$ cat src/rtl/adpcm_pkg.sv
// Shared ADPCM definitions used by the zero-section predictor.
//   NTAPS_Z : default number of zero-section taps
//   ZSHIFT  : arithmetic right shift applied to the zero-section sum
//   state_t : block-level FSM states
//   acc_t   : signed 64-bit accumulator type
package adpcm_pkg;

  localparam int NTAPS_Z = 6;
  localparam int ZSHIFT  = 14;

  typedef enum logic [1:0] {
    S_IDLE  = 2'd0,
    S_FETCH = 2'd1,
    S_DRAIN = 2'd2,
    S_DONE  = 2'd3
  } state_t;

  typedef logic signed [63:0] acc_t;

endpackage

$ cat src/rtl/zero_mac.sv
// Multiply-accumulate unit for the zero-section predictor.
// Ports:
//   clk, rst  : clock and asynchronous active-high reset
//   clear     : zero the accumulator (priority over enable)
//   enable    : add a*b into the accumulator
//   a, b      : signed DW-bit operands
//   result    : bits [SHIFT+DW-1:SHIFT] of the accumulator's next value,
//               so the caller can capture the final sum in the same edge
//               that adds the last product.
module zero_mac #(
  parameter int DW    = 32,
  parameter int ACCW  = 64,
  parameter int SHIFT = 14
) (
  input  logic                 clk,
  input  logic                 rst,
  input  logic                 clear,
  input  logic                 enable,
  input  logic signed [DW-1:0] a,
  input  logic signed [DW-1:0] b,
  output logic        [DW-1:0] result
);

  logic signed [ACCW-1:0] acc;
  logic signed [ACCW-1:0] acc_next;
  logic signed [ACCW-1:0] prod;

  // Operands are sign-extended to ACCW before the multiply so the full
  // signed product is formed; the sum wraps modulo 2**ACCW.
  assign prod = ACCW'(a) * ACCW'(b);

  always_comb begin
    acc_next = acc;
    if (clear) begin
      acc_next = '0;
    end else if (enable) begin
      acc_next = acc + prod;
    end
  end

  always_ff @(posedge clk or posedge rst) begin
    if (rst) begin
      acc <= '0;
    end else begin
      acc <= acc_next;
    end
  end

  // Arithmetic shift then truncation: rounds toward negative infinity.
  assign result = acc_next[SHIFT+DW-1:SHIFT];

endmodule

$ cat src/rtl/filtez_zero_predictor.sv
// Zero-section predictor (read side): ap_return = sum(bli[i]*dlti[i]) >>> SHIFT
// over NTAPS taps, under an ap_ctrl_hs block-level handshake.
// Ports:
//   ap_clk, ap_rst        : clock, asynchronous active-high reset
//   ap_start              : run request, sampled only in S_IDLE
//   ap_done, ap_ready     : one-cycle pulse in S_DONE; ap_return valid then
//   ap_idle               : high in S_IDLE
//   bli_address0/ce0/q0   : coefficient memory read port (1-cycle latency)
//   dlti_address0/ce0/q0  : delay-line memory read port (1-cycle latency)
//   ap_return             : registered signed result, held until next ap_done
//   dbg_state             : current FSM state, for observation only
// Handshake: a run is accepted when ap_start=1 in S_IDLE; ap_start is
// ignored at every other time. ap_done/ap_ready pulse together exactly once
// per run, NTAPS+2 cycles after acceptance; a reset aborts the run silently.
module filtez_zero_predictor
  import adpcm_pkg::*;
#(
  parameter int NTAPS = NTAPS_Z,
  parameter int AW    = 3,
  parameter int DW    = 32,
  parameter int ACCW  = 64,
  parameter int SHIFT = ZSHIFT
) (
  input  logic          ap_clk,
  input  logic          ap_rst,
  input  logic          ap_start,
  output logic          ap_done,
  output logic          ap_idle,
  output logic          ap_ready,
  output logic [AW-1:0] bli_address0,
  output logic          bli_ce0,
  input  logic [DW-1:0] bli_q0,
  output logic [AW-1:0] dlti_address0,
  output logic          dlti_ce0,
  input  logic [DW-1:0] dlti_q0,
  output logic [DW-1:0] ap_return,
  output state_t        dbg_state
);

  state_t        state;
  logic [AW-1:0] idx;
  logic [AW-1:0] addr_q;    // last address issued; held outside S_FETCH
  logic          fetch_d;   // read data from the previous cycle is on q0
  logic          mac_clear;
  logic [DW-1:0] mac_result;

  wire is_fetch = (state == S_FETCH);
  wire last_tap = (idx == AW'(NTAPS - 1));

  always_ff @(posedge ap_clk or posedge ap_rst) begin
    if (ap_rst) begin
      state     <= S_IDLE;
      idx       <= '0;
      addr_q    <= '0;
      fetch_d   <= 1'b0;
      ap_return <= '0;
    end else begin
      fetch_d <= is_fetch;
      case (state)
        S_IDLE: begin
          if (ap_start) begin
            idx   <= '0;
            state <= S_FETCH;
          end
        end
        S_FETCH: begin
          addr_q <= idx;
          idx    <= idx + AW'(1);
          if (last_tap) begin
            state <= S_DRAIN;
          end
        end
        S_DRAIN: begin
          // The last product is added on this same edge, so capture the
          // MAC's next value rather than its current register.
          ap_return <= mac_result;
          state     <= S_DONE;
        end
        S_DONE: begin
          state <= S_IDLE;
        end
        default: begin
          state <= S_IDLE;
        end
      endcase
    end
  end

  assign mac_clear = (state == S_IDLE) && ap_start;

  zero_mac #(
    .DW    (DW),
    .ACCW  (ACCW),
    .SHIFT (SHIFT)
  ) u_mac (
    .clk    (ap_clk),
    .rst    (ap_rst),
    .clear  (mac_clear),
    .enable (fetch_d),
    .a      (bli_q0),
    .b      (dlti_q0),
    .result (mac_result)
  );

  assign bli_ce0       = is_fetch;
  assign dlti_ce0      = is_fetch;
  assign bli_address0  = is_fetch ? idx : addr_q;
  assign dlti_address0 = is_fetch ? idx : addr_q;

  assign ap_idle   = (state == S_IDLE);
  assign ap_done   = (state == S_DONE);
  assign ap_ready  = (state == S_DONE);
  assign dbg_state = state;

endmodule

$ cat config.mk
export PLATFORM = sky130hd
export DESIGN_NAME = filtez_zero_predictor
export DESIGN_NICKNAME = d
export VERILOG_FILES = /design/src/rtl/adpcm_pkg.sv /design/src/rtl/zero_mac.sv /design/src/rtl/filtez_zero_predictor.sv
export SDC_FILE = /design/constraint.sdc
export NUM_CORES = 2
export LEC_CHECK = 0
export ABC_AREA = 0
export BUFFER_PORTS_ARGS = -buffer_cell sky130_fd_sc_hd__buf_2
export CORE_ASPECT_RATIO = 1.2
export CORE_MARGIN = 3
export CORE_UTILIZATION = 50
export CTS_CLUSTER_SIZE = 30
export DETAILED_ROUTE_END_ITERATION = 16
export GPL_TIMING_DRIVEN = 0
export PLACE_DENSITY = 0.65
export SETUP_SLACK_MARGIN = 0.5
export SLEW_MARGIN = 20
export SYNTH_ARGS = -nofsm -noshare
export SYNTH_HDL_FRONTEND = slang
export SYNTH_SLANG_ARGS = --single-unit
$ cat constraint.sdc
create_clock -name ap_clk -period 13 [get_ports ap_clk]
set_input_delay 1.3 -clock ap_clk [delete_from_list [all_inputs] [get_ports ap_clk]]
set_output_delay 1.3 -clock ap_clk [all_outputs]
set_load 0.05 [all_outputs]
==> impl_metrics.yaml <==
timing:
  final.setup.tns_ns: 0
  finalSetupViolCount: 0
  slew-limit-headroom_pct: 22.51
  period_minus_slack_ns: 9.978
  skew_ns: 0.008247
  post-route-period-util_pct: 76.75
  hold_violations: 0
  fmax_mhz: 100.2
  rsz0062_at_grt: "false"
  tightest_slew_ns: 1.162
  slew_violations: 0
drt:
  first_pass_iters: 7
  wirelength_um: 105900
  initialDrtViolationCount: 1569
  final_antenna_net_count: 0
  num_vias: 24462
  post-route-drc-count: 0
  wl_per_cell_um: 22.77
  vias_per_cell: 5.261
floorplanning:
  dieHeight_um: 288.9
  io_pins: 112
  rows: 103
  fp.dieArea_um2: 69850
  core_um2: 65980
  fp.dieW_um: 241.8
  start_util_pct: 50.54
run:
  maxCapViolations: 0
global_route:
  first_global_vias: 26232
  grt_use_total_pct: 31.54
  grt.met2_usage_pct: 51.96
  antenna_found_initial: 8
  top_usage_layer: "met2"
  grt_use_met3_pct: 4.897
  grt_max_degree: 56
  grt_pass1_wl_um: 162900
  overflow: 0
  use_met1_pct: 40.46
setup_path:
  worst_setup_path_end_kind: "flop"
  arrival_ns: 10.22
  cp_common_cell: "fa_1"
  worstSetupPathType: "in2reg"
  required_ns: 13.24
  path_max_fanout: 10
  path_buf_inv: 9
  crit_slowest_cell: "clkbuf_1"
  slowest_delay_ns: 0.73
  start_kind: "input port"
  path_delay_family: "adder cells"
yosys:
  synth_area_um2: 33350
  synth_edf_count: 0
  synth_ff_type: "dfrtp_1"
  syn_nets: 4734
  synth_cell_type_count: 62
  avgSynthCellArea_um2: 9.192
  ys_seq_area_share_pct: 6.528
  ys_ff_latch: 87
  yosys_warnings: 0
  syn_inst: 3628
  synthArstFlopShare_pct: 100.0
final_layout:
  fillers: 6234
  syn_to_final_growth_pct: 5.980
  drive_gt1_share_pct: 4.480
  nNetsFinal: 4851
placement:
  dp_hpwl_um: 94170
  gp_congestion: 1.027
  portBuffers: 104
clocking:
  postCtsSetupBuffers: 0
  cts_buffers: 9
  cts_tree: "yes"
  postCtsHoldBufs: 0
  path_clk_slew_ns: 0.06
  h-tree-depth: 3
  worstSkewPairLatency_ns: 0.35
  cts.path.max_buffers: 2
  post_cts_resized: 0
  root_buffer: "clkbuf_16"
  clkSinkCount: 87
worst_hold_path:
  worstHoldPathType: "reg2reg"
outcome:
  status: "finished clean"
## tightest hold or removal path, stage by stage (launching register included)
cell,delay (ns)
dfrtp_1,0.34
nand2_1,0.04
o21ai_0,0.06
## synthesized netlist by cell type, types with 2 or more instances
master	count	area, um2
a22o_1	6	52.55
a21oi_1	38	190.2
a31o_2	2	17.52
o21a_1	2	15.01
o211ai_1	7	52.55
buf_4	5	37.54
nor2b_1	15	93.84
nand2_1	516	1937
fa_1	853	17080
nor3_1	4	20.02
o21ai_0	52	260.3
a32o_1	3	30.03
dfrtp_1	87	2177
o31ai_1	7	52.55
nand4_1	4	25.02
o221ai_1	3	26.28
xor2_1	20	175.2
a21boi_0	2	15.01
a21o_1	21	157.7
clkbuf_1	177	664.4
o21ai_2	2	17.52
nand3_1	14	70.07
nand2b_1	11	68.82
buf_1	5	18.77
ha_1	186	2327
inv_1	996	3739
nor2_1	28	105.1
and4_1	2	17.52
or3_1	2	12.51
a31oi_1	14	87.58
and2_1	418	2615
mux2_2	26	292.8
mux2i_1	2	20.02
and3_1	3	18.77
a211oi_1	3	22.52
o21ai_1	5	25.02
xnor2_1	62	543.0
## flip-flops by register name, indices dropped and copies added, names as in the netlist
name,flops
dbg_state,2
addr_q,3
ap_return,32
idx,3
u_mac.acc,46
fetch_d,1
## path summary, 6_finish.rpt
kind,slack [ns],start,cells past startpoint,end
setup / recovery,3.02,bli_q0[16],28,ap_return[27]
hold / removal,0.48,u_mac.acc[8],2,u_mac.acc[8]
setup reg to reg,5.14,u_mac.acc[25],23,ap_return[27]
hold reg to reg,0.48,u_mac.acc[8],2,u_mac.acc[8]
max in group asynchronous,11.39,ap_rst,3,idx[0]
min in group asynchronous,0.96,ap_rst,2,ap_return[5]
## cells in the final DEF, fill, tap and decap left out, types with 7 or more instances in the layout
master,synthesis,layout
a21o_1,21,21
a21oi_1,38,38
a31oi_1,14,14
and2_1,418,418
buf_2,0,104
clkbuf_1,177,178
clkbuf_16,0,9
dfrtp_1,87,87
diode_2,0,8
fa_1,853,853
ha_1,186,186
inv_1,996,995
mux2_2,26,26
nand2_1,516,516
nand2b_1,11,11
nand3_1,14,14
nor2_1,28,28
nor2b_1,15,15
o211ai_1,7,7
o21ai_0,52,52
o31ai_1,7,7
xnor2_1,62,62
xor2_1,20,20
## per-layer routing
layer  routed length [um]  up-vias
met5                    0        -
met4                 6797        0
met3                 8411      277
met2                49520     1056
met1                41150    12612
li1                     -    10517
## per-stage QoR
stage / instances / util, % / hold WS [ns] / instance area (um2) / setup slack, ns
2_1_floorplan: 3628 / - / 0.4498 / 33350 / 4.577
3_5_place_dp: 4626 / 53.09 / 0.4736 / 35030 / 2.688
4_1_cts: 4642 / 53.53 / 0.4872 / 35320 / 3.060
5_1_grt: 4645 / 53.55 / 0.5260 / 35330 / 2.730
3_3_place_gp: 4624 / 53.02 / 0.4629 / 34990 / 2.590
6_report: 4650 / 53.56 / 0.4845 / 35340 / 3.022
## logic make-up (layout without fill, tap and decap cells)
| group | count (synthesis) | after routing | share of synthesized area [%] |
|---|---|---|---|
| buffers and inverters | 1183 | 1305 | 13.37 |
| other | 0 | 8 | 0 |
| DFF | 87 | 87 | 6.528 |
| adders and majority gates | 1039 | 1039 | 58.18 |
| and+or+nand+nor | 1024 | 1024 | 15.13 |
| xor gates and xnor gates | 83 | 83 | 2.221 |
| AOI/OAI and AO/OA | 184 | 184 | 3.628 |
| muxes | 28 | 28 | 0.9379 |
## area by class of cell
type | count | area, um2 | area share [%]
Multi-Input combinational cell | 2358 | 26710 | 75.58
Inverter | 996 | 3741 | 10.58
Sequential cell | 87 | 2177 | 6.160
Tap cell | 892 | 1116 | 3.158
Buffer | 187 | 720.7 | 2.039
Timing Repair Buffer | 106 | 559.3 | 1.582
Clock buffer | 10 | 229.0 | 0.6478
Clock inverter | 6 | 67.56 | 0.1912
Antenna cell | 8 | 20.02 | 0.05664
Power is left out: the tool's default activity adds up to more than one toggle a clock period on the data nets, which glitch-free logic cannot reach.
